## config.mk

```make
export PLATFORM = sky130hd
export DESIGN_NAME = axi_rd_addr_gen_flat
export DESIGN_NICKNAME = d
export VERILOG_FILES = /design/src/rtl/axi_rd_pkg.sv /design/src/rtl/axi_rd_addr_channel.sv /design/src/rtl/axi_burst_split.sv /design/src/rtl/axi_rd_addr_gen.sv /design/src/flat_wrapper.sv
export SDC_FILE = /design/constraint.sdc
export NUM_CORES = 1
export LEC_CHECK = 0
export ABC_AREA = 1
export BUFFER_PORTS_ARGS = -buffer_cell sky130_fd_sc_hd__buf_4
export CAP_MARGIN = 25
export CORE_UTILIZATION = 51
export DETAILED_ROUTE_END_ITERATION = 8
export PLACE_DENSITY = 0.77
export RECOVER_POWER = 50
export SETUP_SLACK_MARGIN = 0.15
export SYNTH_ARGS = -nofsm -noshare
export SYNTH_HDL_FRONTEND = slang
export SYNTH_SLANG_ARGS = --single-unit
export TNS_END_PERCENT = 1
```

## constraint.sdc

```tcl
create_clock -name clk -period 3.84 [get_ports clk]
set_input_delay 0.384 -clock clk [delete_from_list [all_inputs] [get_ports clk]]
set_output_delay 0.384 -clock clk [all_outputs]
set_load 0.1 [all_outputs]
```

## src/rtl/axi_rd_pkg.sv

```systemverilog
// Shared types and constants for the AXI read-address generator.
package axi_rd_pkg;

  typedef enum logic [2:0] {
    IDLE,
    CALC,
    ISSUE,
    DRAIN,
    FIN
  } state_t;

  localparam logic [1:0] AXI_BURST_INCR = 2'b01;
  localparam int AXI_MAX_BEATS = 16;
  localparam int AXI_4K_BYTES = 4096;

  function automatic logic [2:0] size_of(input int dw);
    logic [2:0] s;
    s = 3'd0;
    for (int i = 0; i < 8; i++) begin
      if ((8 << i) == dw) s = 3'(i);
    end
    return s;
  endfunction

endpackage

```

## src/rtl/axi_rd_addr_channel.sv

```systemverilog
// AXI3 read-address channel bundle.
interface axi_rd_addr_channel #(
  parameter int ADDR_WIDTH = 32,
  parameter int ID_WIDTH   = 4
);
  logic                  arvalid;
  logic                  arready;
  logic [ADDR_WIDTH-1:0] araddr;
  logic [ID_WIDTH-1:0]   arid;
  logic [3:0]            arlen;
  logic [2:0]            arsize;
  logic [1:0]            arburst;
  logic                  arlock;
  logic [3:0]            arcache;
  logic [2:0]            arprot;
  logic [3:0]            arqos;
  logic [3:0]            arregion;

  modport master (
    output arvalid, araddr, arid, arlen, arsize, arburst,
    output arlock, arcache, arprot, arqos, arregion,
    input  arready
  );

  modport slave (
    input  arvalid, araddr, arid, arlen, arsize, arburst,
    input  arlock, arcache, arprot, arqos, arregion,
    output arready
  );
endinterface

```

## src/rtl/axi_burst_split.sv

```systemverilog
// Combinational burst sizing: min(remaining, 16, beats to next 4 KB page).
module axi_burst_split
  import axi_rd_pkg::*;
#(
  parameter int ADDR_WIDTH     = 32,
  parameter int BEAT_CNT_WIDTH = 16
) (
  input  logic [ADDR_WIDTH-1:0]     cur_addr,
  input  logic [BEAT_CNT_WIDTH-1:0] rem_beats,
  input  logic [2:0]                size,
  output logic [4:0]                burst_beats,
  output logic [ADDR_WIDTH-1:0]     next_addr,
  output logic [BEAT_CNT_WIDTH-1:0] next_rem
);

  logic [12:0] to_4k;
  logic [4:0]  cap;

  // 13 bits so a page-aligned address yields a full 4096 bytes
  assign to_4k = (13'(AXI_4K_BYTES) - {1'b0, cur_addr[11:0]}) >> size;

  assign cap = (rem_beats < BEAT_CNT_WIDTH'(AXI_MAX_BEATS))
             ? rem_beats[4:0] : 5'(AXI_MAX_BEATS);

  assign burst_beats = (to_4k < {8'd0, cap}) ? to_4k[4:0] : cap;

  assign next_addr = cur_addr + (ADDR_WIDTH'(burst_beats) << size);
  assign next_rem  = rem_beats - BEAT_CNT_WIDTH'(burst_beats);

endmodule

```

## src/rtl/axi_rd_addr_gen.sv

```systemverilog
// Splits fetch requests into AXI3 INCR bursts on the AR channel.
// Define AXI_RD_OT_LIMIT_EN to cap outstanding bursts at MAX_OT.
module axi_rd_addr_gen
  import axi_rd_pkg::*;
#(
  parameter int ADDR_WIDTH     = 32,
  parameter int DATA_WIDTH     = 32,
  parameter int ID_MAX_WIDTH   = 4,
  parameter int BEAT_CNT_WIDTH = 16,
  parameter int MAX_OT         = 4
) (
  input  logic                      clk,
  input  logic                      rst,
  input  logic                      req_valid,
  output logic                      req_ready,
  input  logic [ADDR_WIDTH-1:0]     req_addr,
  input  logic [BEAT_CNT_WIDTH-1:0] req_beats,
  input  logic [ID_MAX_WIDTH-1:0]   req_id,
  input  logic                      rlast_done,
  axi_rd_addr_channel.master        m_ar,
  output logic                      busy,
  output logic                      done
);

  localparam logic [2:0] SIZE = size_of(DATA_WIDTH);
  localparam logic [ADDR_WIDTH-1:0] ADDR_MASK = {ADDR_WIDTH{1'b1}} << SIZE;

  state_t                    state;
  logic [ADDR_WIDTH-1:0]     cur_addr;
  logic [BEAT_CNT_WIDTH-1:0] rem_beats;
  logic [ID_MAX_WIDTH-1:0]   cur_id;
  logic [4:0]                burst_beats;
  logic [4:0]                split_beats;
  logic [ADDR_WIDTH-1:0]     next_addr;
  logic [BEAT_CNT_WIDTH-1:0] next_rem;
  logic                      ar_hs;
  logic                      ot_ok;

  assign ar_hs = m_ar.arvalid && m_ar.arready;

  axi_burst_split #(
    .ADDR_WIDTH    (ADDR_WIDTH),
    .BEAT_CNT_WIDTH(BEAT_CNT_WIDTH)
  ) u_split (
    .cur_addr   (cur_addr),
    .rem_beats  (rem_beats),
    .size       (SIZE),
    .burst_beats(split_beats),
    .next_addr  (next_addr),
    .next_rem   (next_rem)
  );

`ifdef AXI_RD_OT_LIMIT_EN
  localparam int OTW = $clog2(MAX_OT + 1);
  logic [OTW-1:0] ot_cnt;
  logic           ot_dec;

  // completions with nothing outstanding are dropped
  assign ot_dec = rlast_done && (ot_cnt != '0);
  assign ot_ok  = (ot_cnt != OTW'(MAX_OT));

  always_ff @(posedge clk) begin
    if (rst) ot_cnt <= '0;
    else if (ar_hs && !ot_dec) ot_cnt <= ot_cnt + 1'b1;
    else if (!ar_hs && ot_dec) ot_cnt <= ot_cnt - 1'b1;
  end
`else
  logic unused_ot;
  assign unused_ot = rlast_done ^ (MAX_OT == 0);
  assign ot_ok     = 1'b1;
`endif

  always_ff @(posedge clk) begin
    if (rst) begin
      state         <= IDLE;
      req_ready     <= 1'b1;
      busy          <= 1'b0;
      done          <= 1'b0;
      cur_addr      <= '0;
      rem_beats     <= '0;
      cur_id        <= '0;
      burst_beats   <= '0;
      m_ar.arvalid  <= 1'b0;
      m_ar.araddr   <= '0;
      m_ar.arid     <= '0;
      m_ar.arlen    <= '0;
      m_ar.arsize   <= '0;
      m_ar.arburst  <= '0;
      m_ar.arlock   <= 1'b0;
      m_ar.arcache  <= '0;
      m_ar.arprot   <= '0;
      m_ar.arqos    <= '0;
      m_ar.arregion <= '0;
    end else begin
      done <= 1'b0;
      unique case (state)
        IDLE: begin
          if (req_valid) begin
            cur_addr  <= req_addr & ADDR_MASK;
            rem_beats <= req_beats;
            cur_id    <= req_id;
            req_ready <= 1'b0;
            busy      <= 1'b1;
            if (req_beats == '0) begin
              state <= FIN;
              done  <= 1'b1;
            end else begin
              state <= CALC;
            end
          end
        end
        CALC: begin
          burst_beats   <= split_beats;
          m_ar.araddr   <= cur_addr;
          m_ar.arid     <= cur_id;
          m_ar.arlen    <= 4'(split_beats - 5'd1);
          m_ar.arsize   <= SIZE;
          m_ar.arburst  <= AXI_BURST_INCR;
          m_ar.arcache  <= 4'b0011;
          m_ar.arvalid  <= ot_ok;
          state         <= ISSUE;
        end
        ISSUE: begin
          if (ar_hs) begin
            m_ar.arvalid <= 1'b0;
            cur_addr     <= next_addr;
            rem_beats    <= rem_beats - BEAT_CNT_WIDTH'(burst_beats);
            if (next_rem != '0) begin
              state <= CALC;
            end else begin
`ifdef AXI_RD_OT_LIMIT_EN
              state <= DRAIN;
`else
              state <= FIN;
              done  <= 1'b1;
`endif
            end
          end else if (!m_ar.arvalid && ot_ok) begin
            m_ar.arvalid <= 1'b1;
          end
        end
`ifdef AXI_RD_OT_LIMIT_EN
        DRAIN: begin
          if (ot_cnt == '0) begin
            state <= FIN;
            done  <= 1'b1;
          end
        end
`endif
        FIN: begin
          state     <= IDLE;
          req_ready <= 1'b1;
          busy      <= 1'b0;
        end
        default: state <= IDLE;
      endcase
    end
  end

endmodule

```

## src/flat_wrapper.sv

```systemverilog
// flat-port wrapper written by rule: the top's interface ports become plain ports
module axi_rd_addr_gen_flat import axi_rd_pkg::*;
#(
  parameter int ADDR_WIDTH     = 32,
  parameter int DATA_WIDTH     = 32,
  parameter int ID_MAX_WIDTH   = 4,
  parameter int BEAT_CNT_WIDTH = 16,
  parameter int MAX_OT         = 4
)
  (clk, rst, req_valid, req_ready, req_addr, req_beats, req_id, rlast_done, busy, done, m_ar_arvalid, m_ar_araddr, m_ar_arid, m_ar_arlen, m_ar_arsize, m_ar_arburst, m_ar_arlock, m_ar_arcache, m_ar_arprot, m_ar_arqos, m_ar_arregion, m_ar_arready);
  axi_rd_addr_channel #(.ADDR_WIDTH(ADDR_WIDTH)) m_ar_i ();
  input  logic clk;
  input  logic rst;
  input  logic req_valid;
  output logic req_ready;
  input  logic [ADDR_WIDTH-1:0] req_addr;
  input  logic [BEAT_CNT_WIDTH-1:0] req_beats;
  input  logic [ID_MAX_WIDTH-1:0] req_id;
  input  logic rlast_done;
  output logic busy;
  output logic done;
  output wire logic [$bits(m_ar_i.arvalid)-1:0] m_ar_arvalid;
  output wire logic [$bits(m_ar_i.araddr)-1:0] m_ar_araddr;
  output wire logic [$bits(m_ar_i.arid)-1:0] m_ar_arid;
  output wire logic [$bits(m_ar_i.arlen)-1:0] m_ar_arlen;
  output wire logic [$bits(m_ar_i.arsize)-1:0] m_ar_arsize;
  output wire logic [$bits(m_ar_i.arburst)-1:0] m_ar_arburst;
  output wire logic [$bits(m_ar_i.arlock)-1:0] m_ar_arlock;
  output wire logic [$bits(m_ar_i.arcache)-1:0] m_ar_arcache;
  output wire logic [$bits(m_ar_i.arprot)-1:0] m_ar_arprot;
  output wire logic [$bits(m_ar_i.arqos)-1:0] m_ar_arqos;
  output wire logic [$bits(m_ar_i.arregion)-1:0] m_ar_arregion;
  input wire logic [$bits(m_ar_i.arready)-1:0] m_ar_arready;
  assign m_ar_arvalid = m_ar_i.arvalid;
  assign m_ar_araddr = m_ar_i.araddr;
  assign m_ar_arid = m_ar_i.arid;
  assign m_ar_arlen = m_ar_i.arlen;
  assign m_ar_arsize = m_ar_i.arsize;
  assign m_ar_arburst = m_ar_i.arburst;
  assign m_ar_arlock = m_ar_i.arlock;
  assign m_ar_arcache = m_ar_i.arcache;
  assign m_ar_arprot = m_ar_i.arprot;
  assign m_ar_arqos = m_ar_i.arqos;
  assign m_ar_arregion = m_ar_i.arregion;
  assign m_ar_i.arready = m_ar_arready;
  axi_rd_addr_gen #(.ADDR_WIDTH(ADDR_WIDTH), .DATA_WIDTH(DATA_WIDTH), .ID_MAX_WIDTH(ID_MAX_WIDTH), .BEAT_CNT_WIDTH(BEAT_CNT_WIDTH), .MAX_OT(MAX_OT)) u_core (.clk(clk), .rst(rst), .req_valid(req_valid), .req_ready(req_ready), .req_addr(req_addr), .req_beats(req_beats), .req_id(req_id), .rlast_done(rlast_done), .m_ar(m_ar_i), .busy(busy), .done(done));
endmodule
```

Word level (Yosys, flattened, before mapping). Cells that the tools add are included.

Bits in registers: 106. Input bits: 57. Output and inout port bits: 65. Word-level logic and storage cells: 61.

$add $sub $neg: 5. Order comparisons: 2. Eq/ne operators: 5. Muxes and demuxes: 24. Reductions and logical operators: 11.

Operator list (count): 32-bit 2-to-1 mux (2); 32-bit one-hot mux with 2 select lines (1); 32-bit by 7-bit adder with 32-bit output (1); 16-bit 2-to-1 mux (2); 16-bit one-hot mux with 2 select lines (1); 16-bit by 5-bit subtractor with 16-bit output (2); 16-bit logical NOT (1); 16-bit by 5-bit < comparator with 1-bit output, second input constant (1); 16-bit nonzero test (1); 13-bit by 12-bit subtractor with 13-bit output, first input constant (1); 3-bit 2-to-1 mux (4); 11-bit by 5-bit < comparator with 1-bit output (1); 5-bit 2-to-1 mux (2); 3-bit one-hot mux with 3 select lines (1); 1-bit one-hot mux with 2 select lines (4); 1-bit 2-to-1 mux (7); 2-bit AND reduction (3); 2-bit nonzero test (3); 4-bit by 1-bit subtractor with 4-bit output, second input constant (1); 3-bit by 1-bit equality test with 1-bit output, second input constant (1); 3-bit by 2-bit equality test with 1-bit output, second input constant (1); 3-bit equality test, second input constant (1); 3-bit logical NOT (1); 3-bit AND reduction (1); 3 further kinds (3).

Longest topological paths before layout.
Depth in word-level cells: 9. Depth in mapped cells: 31. Depth with buffers taken out: 31.

Cells and area by module. From an unflattened synthesis, not the netlist that was laid out.

Cells, all modules: 1135. Area total of the unflattened synthesis: 7343.3 µm².

By module, submodules not included: axi_rd_addr_gen (times used 1, cells an instance 690, area each 4880.9 µm², sequential area each 2102.0 µm²); axi_burst_split (times used 1, cells an instance 445, area each 2462.4 µm², sequential area each 0.0 µm²).

Worst setup path after synthesis. OpenSTA, ideal clock, no wires.

Path type: register to register. Start point: reg u_core.cur_addr[2]. End point: reg u_core.cur_addr[22]. Library setup time: 0.067 ns. Arrival: 3.705 ns. Required time: 3.773 ns. Slack: 0.068 ns. Stages on the path, launching flop included: 24. Clock period less this slack: 3.772 ns. Path through: dfxtp_1 -> clkinv_1 -> ha_1 -> nand3_1 -> xor2_1 -> inv_1 -> ha_1 -> a211oi_2 -> nand3_4 -> nor2_8 -> nand2_8 -> nand3_1 -> o21ai_0 -> ha_1 -> ha_1 -> or2_4 -> a21oi_4 -> inv_2 -> nand2_1 -> o21ai_1 -> or2_1 -> nand3_2 -> o21ai_2 -> a21oi_2.

Cells in the longest elaborated chain, start to end: 6.

Ends and longest elaborated chain: start: declaration (RTL line axi_rd_addr_gen.sv:29) `logic [ADDR_WIDTH-1:0] cur_addr;`; start signal: assignment (RTL line axi_rd_addr_gen.sv:99) `cur_addr <= req_addr & ADDR_MASK;`; start signal: assignment (RTL line axi_rd_addr_gen.sv:126) `cur_addr <= next_addr;`; 13-bit by 12-bit subtractor with 13-bit output * (RTL line axi_burst_split.sv:20) `assign to_4k = (13'(AXI_4K_BYTES) - {1'b0, cur_addr[11:0]}) >> size;`; 11-bit by 5-bit < comparator with 1-bit output (RTL line axi_burst_split.sv:25) `assign burst_beats = (to_4k < {8'd0, cap}) ? to_4k[4:0] : cap;`; 5-bit 2-to-1 mux * (RTL line axi_burst_split.sv:25); via u_core.split_beats[0] (RTL line axi_rd_addr_gen.sv:33) `logic [4:0] split_beats;`; 32-bit by 7-bit adder with 32-bit output * (RTL line axi_burst_split.sv:27) `assign next_addr = cur_addr + (ADDR_WIDTH'(burst_beats) << size);`; 32-bit 2-to-1 mux * (RTL line axi_rd_addr_gen.sv:124) `if (ar_hs) begin`; 32-bit one-hot mux with 2 select lines * (RTL line axi_rd_addr_gen.sv:96) `unique case (state)`.

The timed path passes the listed nets; every way through them passes the cells marked *. The select of a mux whose other input is x is not followed. A chain may end at the register's enable or synchronous reset.

Final worst setup path.
Start point: reg u_core.rem_beats[7]. End point: reg u_core.cur_addr[22].

Cells in the longest elaborated chain, start to end: 7.

Ends and longest elaborated chain: start: declaration (RTL line axi_rd_addr_gen.sv:30) `logic [BEAT_CNT_WIDTH-1:0] rem_beats;`; start signal: assignment (RTL line axi_rd_addr_gen.sv:100) `rem_beats <= req_beats;`; start signal: assignment (RTL line axi_rd_addr_gen.sv:127) `rem_beats <= rem_beats - BEAT_CNT_WIDTH'(burst_beats);`; 16-bit by 5-bit < comparator with 1-bit output * (RTL line axi_burst_split.sv:22) `assign cap = (rem_beats < BEAT_CNT_WIDTH'(AXI_MAX_BEATS))`; 5-bit 2-to-1 mux * (RTL line axi_burst_split.sv:23) `? rem_beats[4:0] : 5'(AXI_MAX_BEATS);`; 11-bit by 5-bit < comparator with 1-bit output (RTL line axi_burst_split.sv:25); 5-bit 2-to-1 mux * (RTL line axi_burst_split.sv:25); 32-bit by 7-bit adder with 32-bit output * (RTL line axi_burst_split.sv:27); 32-bit 2-to-1 mux * (RTL line axi_rd_addr_gen.sv:124); 32-bit one-hot mux with 2 select lines * (RTL line axi_rd_addr_gen.sv:96).

Mark *: on every way between the ends. The rest lies on a longest branch, timed or not. The select of a mux whose other input is x is not followed.

==> results.py <==
metrics = {
    "timing": {
        "worst_slew_pin_slew_ps": 2290,
        "rsz0062_at_grt": "yes",
        "finClkSkew_ps": 7.57,
        "setup_viol": 0,
        "period_share": 0.952,
        "maxSlewViolCount": 64,
        "maxSlewHeadroom": -0.524,
        "fin_crit_ps": 3660,
        "maxClockFrequency_ghz": 0.274,
        "hold_viol_final": 0,
    },
    "cts": {
        "cts_buffer_depth": 2,
        "htreeDepth": 3,
        "cts_hold_buf": 0,
        "clk_latency_ps": 370,
        "cts_tree": "yes",
        "cts-root-buf": "clkbuf_16",
        "cts_made_buffers": 9,
        "cts_sinks": 101,
        "path_clk_slew_ps": 70,
    },
    "routing": {
        "drt-vias-per-instance": 5.43,
        "dr.pass1.iters": 5,
        "antenna_left": 0,
        "routed-via-count": 7222,
        "initialDrtViolationCount": 508,
        "routed_wl_um": 19400,
        "drc": 0,
        "wire_per_inst_um": 14.6,
    },
    "logic_synthesis": {
        "ys_seq_elements": 101,
        "ys_warn_count": 0,
        "ys_types": 51,
        "yosysSeqAreaShare": 0.306,
        "async_flop_share": 0,
        "synth_edf_count": 0,
        "synth_ff_type": "dfxtp_1",
        "syn_area_mm2": 0.00660,
        "netlist_instances": 1018,
        "synth_area_per_cell_um2": 6.48,
    },
    "setup_path": {
        "start_kind": "flip-flop",
        "ff2ff_path_depth": 31,
        "endpoint_kind": "flip-flop",
        "crit_type": "reg2reg",
        "slowest_stage": "dfxtp_2",
        "cp_data_required_time_ps": 4140,
        "crit_arrival_ps": 3960,
        "slowest_delay_ps": 340,
        "crit_fanout": 6,
    },
    "status": {
        "failed_checks": "max-capacitance violations, max-slew violations",
        "status": "finished, violations left",
    },
    "placement": {
        "gp_congestion": 0.963,
        "portBuffers": 99,
        "dpl.cell_count": 1303,
        "dp_hpwl_um": 13400,
    },
    "global_routing": {
        "grt_pass1_wl_um": 30800,
        "first_global_vias": 6678,
        "grt_remaining_overflow": 0,
        "grt_usage": 0.294,
        "grt_antenna_before_repair": 0,
        "grt_max_degree": 66,
    },
    "floorplanning": {
        "die-height_um": 116,
        "initial_core_util": 0.523,
        "die_w_um": 116,
        "rows": 41,
        "dieArea_mm2": 0.0134,
        "core_mm2": 0.0126,
        "ios": 122,
    },
    "final_layout": {
        "final_cells": 1331,
        "final_cell_mix": "188 x nand2_1, 125 x nor2_1, 115 x buf_4, 102 x inv_1, 97 x dfxtp_1",
        "fill_cells": 1204,
        "antenna_cells": 0,
        "drive_above_1_share": 0.209,
        "post-route-util": 0.655,
        "multi_input_area_mm2": 0.00416,
        "regArea_mm2": 0.00203,
        "syn2layout_area_growth_pct": 25.3,
        "nNetsFinal": 1227,
        "layout_commonest_cell": "nand2_1",
    },
    "flow_run": {
        "drv_cap": 1,
    },
    "power": {
        "max-vdd-ir-drop_mv": 0.416,
        "pwr_density_cell_mw_per_mm2": 730,
        "p_leak_nw": 3.59,
    },
    "min_path": {
        "hold_path.class": "in2reg",
        "whs_path_depth": 3,
    },
}
-- cell families after synthesis --
family,after synthesis,synth area share
XOR/XNOR,10,0.0133
buffers and inverters,181,0.116
adder cells (fa/ha/maj),16,0.0315
AO/OA/AOI/OAI,212,0.185
AND/OR/NAND/NOR,497,0.347
other,1,0.000568
flip-flops,101,0.306
-- critical path, delay by kind of cell, from the launching register on --
| family | cells | cell delay (ps) |
|---|---|---|
| fa+ha+maj | 2 | 390 |
| simple gates | 18 | 1920 |
| compound gates | 4 | 490 |
| buf+inv | 7 | 450 |
| flops | 1 | 340 |
-- final timing paths --
path	from	to	slack [ps]
hold / removal	req_id[3]	u_core.cur_id[3]	250
setup reg to reg	u_core.rem_beats[7]	u_core.cur_addr[22]	180
hold reg to reg	u_core.req_ready	u_core.req_ready	450
setup / recovery	u_core.rem_beats[7]	u_core.cur_addr[22]	180
-- power by group --
part | internal (mW) | switching (mW) | leakage, nW | total [mW]
clock network | 0.547 | 0.441 | 0.157 | 0.988
registers | 1.31 | 0.191 | 0.833 | 1.50
logic | 0.965 | 2.59 | 2.60 | 3.55
total | 2.82 | 3.22 | 3.59 | 6.04
-- state kept, by name, indices dropped and copies added (netlist names), 3 cells and up --
signal / count
u_core.cur_addr: 30
u_core.m_ar.araddr: 30
u_core.rem_beats: 16
u_core.burst_beats: 5
u_core.cur_id: 4
u_core.m_ar.arid: 4
u_core.m_ar.arlen: 4
u_core.state: 3
-- per-stage QoR --
stage	area, um2	TNS [ps]	hold slack [ps]	total power, mW	setup slack, ps
CTS	8150	0	246	5.96	151
finish	8270	0	251	6.04	184
detailed placement	7760	-261	439	4.90	-127
global placement	7760	0	438	4.85	20.0
global route	8270	0	259	6.41	6.96
floorplan	6670	0	450	4.05	151
-- cells in the mapped netlist, types with 6 or more instances --
cell      count  share of area
xor2_1        8          0.011
nand2_2      15          0.014
inv_1       108          0.061
nor3_1       17          0.013
a221oi_1      6         0.0080
dfxtp_1     101           0.31
nand2_1     196           0.11
clkbuf_1     31          0.018
o21ai_0      86          0.065
nor2_1      135          0.077
inv_2         8         0.0046
a21oi_1      71          0.054
buf_4        22          0.025
nand3_2       6         0.0091
nor4_1        8         0.0076
nand4_1      14          0.013
a211oi_1      6         0.0068
o211ai_1     14          0.016
nand3_1      75          0.057
ha_1         15          0.028
-- layer usage --
metal	global-route usage	part of all wire	vias up
met5	0	0	-
met4	0.108	0.025	0
met3	0.0497	0.056	43
met2	0.533	0.51	242
met1	0.347	0.41	3362
li1	-	-	3575
-- layout make-up --
| class | count | area share |
|---|---|---|
| Clock buffer | 11 | 0.0306 |
| Clock inverter | 5 | 0.00741 |
| Inverter | 121 | 0.0555 |
| Multi-Input combinational cell | 754 | 0.503 |
| Sequential cell | 101 | 0.245 |
| Tap cell | 172 | 0.0260 |
| Timing Repair Buffer | 167 | 0.133 |
-- what timing repair did --
action / CTS / global route
gates resized for setup: 7 / 65
pin swaps: 5 / 25
hold endpoints to repair: 0 / 0
setup buffers: 6 / 6
setup endpoints to repair: 27 / 30
(Power assumes the default switching activity.)
